$ cat src/rtl/drp_rmw_master.sv
`default_nettype none
// +----------------------------------------------------------------------+
// | drp_rmw_master: command/response DRP master with masked RMW, timeout |
// | Rev 1.0                                                              |
// +----------------------------------------------------------------------+
module drp_rmw_master #(
    parameter int TIMEOUT_CYCLES = 255,
    parameter int ADDR_W         = 9
) (
    input  logic              drp_clk,
    input  logic              reset,
    input  logic              cmd_valid,
    output logic              cmd_ready,
    input  logic              cmd_write,
    input  logic              cmd_rmw,
    input  logic [ADDR_W-1:0] cmd_addr,
    input  logic [15:0]       cmd_wdata,
    input  logic [15:0]       cmd_mask,
    output logic              rsp_valid,
    output logic [15:0]       rsp_rdata,
    output logic              rsp_timeout,
    output logic              busy,
    output logic              drpen_o,
    output logic              drpwe_o,
    output logic [ADDR_W-1:0] drpaddr_o,
    output logic [15:0]       drpdi_o,
    input  logic              drprdy_i,
    input  logic [15:0]       drpdo_i
);

    localparam logic [2:0] S_IDLE    = 3'd0;
    localparam logic [2:0] S_RD_REQ  = 3'd1;
    localparam logic [2:0] S_RD_WAIT = 3'd2;
    localparam logic [2:0] S_WR_REQ  = 3'd3;
    localparam logic [2:0] S_WR_WAIT = 3'd4;
    localparam logic [2:0] S_RESP    = 3'd5;

    // Counter value seen in the last allowed wait cycle (counter starts at 0).
    localparam logic [15:0] CNT_LAST = 16'(TIMEOUT_CYCLES - 1);

    logic [2:0]        state;
    logic [2:0]        state_nxt;
    logic [15:0]       wait_cnt;
    logic [ADDR_W-1:0] addr_q;
    logic [15:0]       di_q;
    logic [15:0]       wdata_q;
    logic [15:0]       mask_q;
    logic [15:0]       rsp_data_q;
    logic              is_rmw_q;
    logic              timeout_q;
    logic              accept;
    logic              wait_last;

    assign accept    = cmd_valid & cmd_ready;
    assign wait_last = (wait_cnt == CNT_LAST);

    always_ff @(posedge drp_clk) begin
        if (reset) begin
            state <= S_IDLE;
        end else begin
            state <= state_nxt;
        end
    end

    always_comb begin
        state_nxt = state;
        case (state)
            S_IDLE: begin
                if (accept) begin
                    state_nxt = (cmd_write && !cmd_rmw) ? S_WR_REQ : S_RD_REQ;
                end
            end
            S_RD_REQ:  state_nxt = S_RD_WAIT;
            S_RD_WAIT: begin
                if (drprdy_i) begin
                    state_nxt = is_rmw_q ? S_WR_REQ : S_RESP;
                end else if (wait_last) begin
                    state_nxt = S_RESP;
                end
            end
            S_WR_REQ:  state_nxt = S_WR_WAIT;
            S_WR_WAIT: begin
                if (drprdy_i || wait_last) begin
                    state_nxt = S_RESP;
                end
            end
            S_RESP:    state_nxt = S_IDLE;
            default:   state_nxt = S_IDLE;
        endcase
    end

    always_comb begin
        cmd_ready   = (state == S_IDLE) && !reset;
        busy        = !cmd_ready;
        drpen_o     = (state == S_RD_REQ) || (state == S_WR_REQ);
        drpwe_o     = (state == S_WR_REQ);
        rsp_valid   = (state == S_RESP);
        rsp_timeout = (state == S_RESP) && timeout_q;
        rsp_rdata   = (state == S_RESP) ? rsp_data_q : 16'h0000;
        drpaddr_o   = addr_q;
        drpdi_o     = di_q;
    end

    always_ff @(posedge drp_clk) begin
        if (reset) begin
            wait_cnt   <= '0;
            addr_q     <= '0;
            di_q       <= '0;
            wdata_q    <= '0;
            mask_q     <= '0;
            rsp_data_q <= '0;
            is_rmw_q   <= 1'b0;
            timeout_q  <= 1'b0;
        end else begin
            if (accept) begin
                addr_q     <= cmd_addr;
                wdata_q    <= cmd_wdata;
                mask_q     <= cmd_mask;
                is_rmw_q   <= cmd_write & cmd_rmw;
                di_q       <= (cmd_write && !cmd_rmw) ? cmd_wdata : 16'h0000;
                rsp_data_q <= '0;
                timeout_q  <= 1'b0;
            end
            case (state)
                S_RD_REQ, S_WR_REQ: wait_cnt <= '0;
                S_RD_WAIT: begin
                    if (drprdy_i) begin
                        // RMW merges into the write register so drpdi_o is ready for WR_REQ.
                        if (is_rmw_q) begin
                            di_q <= (drpdo_i & ~mask_q) | (wdata_q & mask_q);
                        end else begin
                            rsp_data_q <= drpdo_i;
                        end
                    end else if (wait_last) begin
                        timeout_q  <= 1'b1;
                        rsp_data_q <= '0;
                    end else begin
                        wait_cnt <= wait_cnt + 16'd1;
                    end
                end
                S_WR_WAIT: begin
                    if (drprdy_i) begin
                        rsp_data_q <= di_q;
                    end else if (wait_last) begin
                        timeout_q  <= 1'b1;
                        rsp_data_q <= '0;
                    end else begin
                        wait_cnt <= wait_cnt + 16'd1;
                    end
                end
                default: ;
            endcase
        end
    end

endmodule
`default_nettype wire

$ cat config.mk
export PLATFORM = sky130hd
export DESIGN_NAME = drp_rmw_master
export DESIGN_NICKNAME = d
export VERILOG_FILES = /design/src/rtl/drp_rmw_master.sv
export SDC_FILE = /design/constraint.sdc
export NUM_CORES = 1
export LEC_CHECK = 0
export BUFFER_PORTS_ARGS = -buffer_cell sky130_fd_sc_hd__buf_2
export CORE_UTILIZATION = 40
export CTS_CLUSTER_SIZE = 14
export DETAILED_ROUTE_END_ITERATION = 7
export SLEW_MARGIN = 40
export SYNTH_ARGS = -nofsm -noshare
export SYNTH_HDL_FRONTEND = slang
export SYNTH_SLANG_ARGS = --single-unit
$ cat constraint.sdc
create_clock -name drp_clk -period 3.3 [get_ports drp_clk]
set_input_delay 0.66 -clock drp_clk [delete_from_list [all_inputs] [get_ports drp_clk]]
set_output_delay 0.66 -clock drp_clk [all_outputs]
set_load 0.02 [all_outputs]
==> results.json <==
{
  "cts.path.max_buffers": 2,
  "fin_worst_skew_ns": 0.004725,
  "worstPathMaxFanout": 28,
  "rsz0062_at_grt": "no",
  "grt_util_all_layers_pct": 22.58,
  "clkLatencyLatePin_ns": 0.34,
  "cp-start-kind": "flip-flop",
  "die_x_um": 109.7,
  "min_to": "wdata_q[14]",
  "hold_viol": 0,
  "synthCells": 566,
  "synth.distinct_cells": 46,
  "hold_start": "wdata_q[14]",
  "fin_crit_ns": 2.969,
  "start_util_pct": 41.91,
  "hold_buffers": 0,
  "fin_nets": 715,
  "wirelength_mm": 13.34,
  "whs_path_depth": 2,
  "p_leak_nw": 2.285,
  "cpLargestDelayFamily": "simple AND/OR/NAND/NOR gates",
  "die_area_sq_um": 12040,
  "crit_arrival_ns": 2.31,
  "die_h_um": 109.7,
  "synth_edf_count": 0,
  "vdd_drop_max_v": 0.0002933,
  "cts-root-buf": "clkbuf_16",
  "antenna_found_initial": 0,
  "drive_above_1_share_pct": 22.90,
  "io_pins": 110,
  "finalCritPeriodShare_pct": 89.96,
  "synth.avg_cell_area_sq_um": 8.204,
  "dpl.hpwl_mm": 9.176,
  "worst-r2r-setup-slack_ns": 0.78,
  "layout_commonest_cell": "buf_2",
  "drc_errors": 0,
  "core_area_sq_um": 11080,
  "r2r_end": "wait_cnt[11]",
  "drtIter0Drc": 296,
  "grt_max_degree": 71,
  "tightest_slew_ns": 0.6816,
  "fin_setup_tns_ns": 0,
  "crit_path_cell_trace": "nor2b_2, buf_4, and3_1, buf_2",
  "ys_ff_latch": 94,
  "first_pass_iters": 5,
  "cts_buffers": 9,
  "place_congestion": 0.8606,
  "vias_per_cell": 5.732,
  "port_buffers": 109,
  "rows": 38,
  "outcome": "completed",
  "maxCapViolCount": 0,
  "vias": 4557,
  "rr_startpoint": "state[2]",
  "setup_viol": 0,
  "first_global_vias": 4127,
  "clk_pin_slew_worst_paths_ns": 0.07,
  "syn-num-nets": 631,
  "grt_pass1_wl_mm": 21.09,
  "antenna_left": 0,
  "ys_warn_count": 0,
  "drv_slew": 0,
  "cpPeakStageDelay_ns": 0.63,
  "hp-class": "reg2reg",
  "ys.flop_type": "dfxtp_1",
  "final_cell_mix": "buf_2 (109), nand2_1 (101), dfxtp_1 (93)",
  "crit_type": "reg2out",
  "clock-sinks": 94,
  "gr-total-overflow": 0,
  "fmax_ghz": 0.3369,
  "post_cts_buffers": 0,
  "fillers": 1097,
  "cts_resized": 0,
  "end_kind": "primary output",
  "cts_htree_levels": 3,
  "cts_tree": "yes",
  "worst_slew_margin_rel_pct": 54.36,
  "hold-worst-slack_ns": 0.4548,
  "synthArstFlopShare_pct": 0,
  "required_ns": 2.64,
  "wire_per_inst_um": 16.78,
  "crit_start": "state[2]",
  "critical_path_buf_inv_count": 2,
  "r2r_cells": 4,
  "p_per_area_nw_per_um2": 501.9,
  "n_antenna_cell": 0,
  "ys_seq_area_share_pct": 40.53,
  "area_delta_synth_final_pct": 21.05,
  "slowest_stage": "dfxtp_1",
  "syn_area_sq_um": 4643
}
==> tightest hold or removal path, stage by stage, from the launching register on <==
cell	delay, ns
dfxtp_1	0.31
nand2_1	0.05
a21oi_1	0.05
==> Yosys cell counts, types with 16 or more instances <==
| cell | count | area share [%] |
|---|---|---|
| a211oi_1 | 34 | 5.5 |
| a21oi_1 | 60 | 6.5 |
| a22o_1 | 16 | 3.0 |
| and3_1 | 17 | 2.3 |
| and4_1 | 18 | 3.4 |
| clkbuf_1 | 41 | 3.3 |
| dfxtp_1 | 94 | 41 |
| nand2_1 | 102 | 8.2 |
| nand3b_1 | 28 | 4.5 |
| nor2b_1 | 22 | 3.0 |
| o211ai_1 | 16 | 2.6 |
| o21ai_0 | 16 | 1.7 |
==> registers in the layout, summed over array words and instances, names as in the netlist <==
signal	flops
state	3
drpdi_o	16
wdata_q	16
mask_q	16
drpaddr_o	9
timeout_q	1
is_rmw_q	1
rsp_data_q	16
wait_cnt	16
==> logic make-up after synthesis <==
group	share of synthesized area, %
compound gates	24.12
xor+xnor	0.1887
fa+ha+maj	0.5389
buf+inv	4.635
flops	40.53
mux	1.509
simple gates	28.48
==> routing by layer <==
layer / share of wire (%) / track usage (%)
met5: 0 / 0
met4: 1.2 / 6.286
met3: 5.0 / 4.801
met2: 45 / 34.32
met1: 49 / 32.06
==> where the power goes <==
| part | total [mW] | switching, mW | leakage (nW) | internal, mW |
|---|---|---|---|---|
| Combinational | 0.419 | 0.266 | 1.36 | 0.153 |
| Clock | 1.14 | 0.453 | 0.156 | 0.687 |
| Sequential | 1.26 | 0.0651 | 0.764 | 1.20 |
==> through the flow <==
step           std cells  util [%]  cell area (sq um)  setup WS [ns]  power [mW]
6_report             795     50.73               5620         0.3314       2.821
3_3_place_gp         779     47.74               5289         0.9018       1.690
2_1_floorplan        566         -               4643         0.9893       1.543
5_1_grt              795     50.73               5620         0.1651       2.934
3_5_place_dp         779     47.80               5295         0.7201       1.705
4_1_cts              795     50.72               5619         0.3418       2.845
==> how the worst max path moves through the flow <==
stage / slack, ns / endpoint / cells past startpoint
floorplan: 0.99 / busy / 4
global placement: 0.90 / rsp_rdata[10] / 4
detailed placement: 0.72 / rsp_rdata[13] / 4
CTS: 0.34 / rsp_rdata[13] / 4
global route: 0.17 / rsp_rdata[13] / 4
finish: 0.33 / rsp_rdata[13] / 4
==> layout make-up <==
| class | count | area (sq um) | area share (%) |
|---|---|---|---|
| clock inverter | 5 | 81.33 | 1.447 |
| tap | 140 | 175.2 | 3.117 |
| sequential | 94 | 1883 | 33.50 |
| clock buffer | 11 | 242.7 | 4.319 |
| inverter | 7 | 26.28 | 0.4675 |
| multi-input combinational | 417 | 2564 | 45.61 |
| timing repair buffer | 121 | 648.1 | 11.53 |
Power figures use the tool's default switching activity.
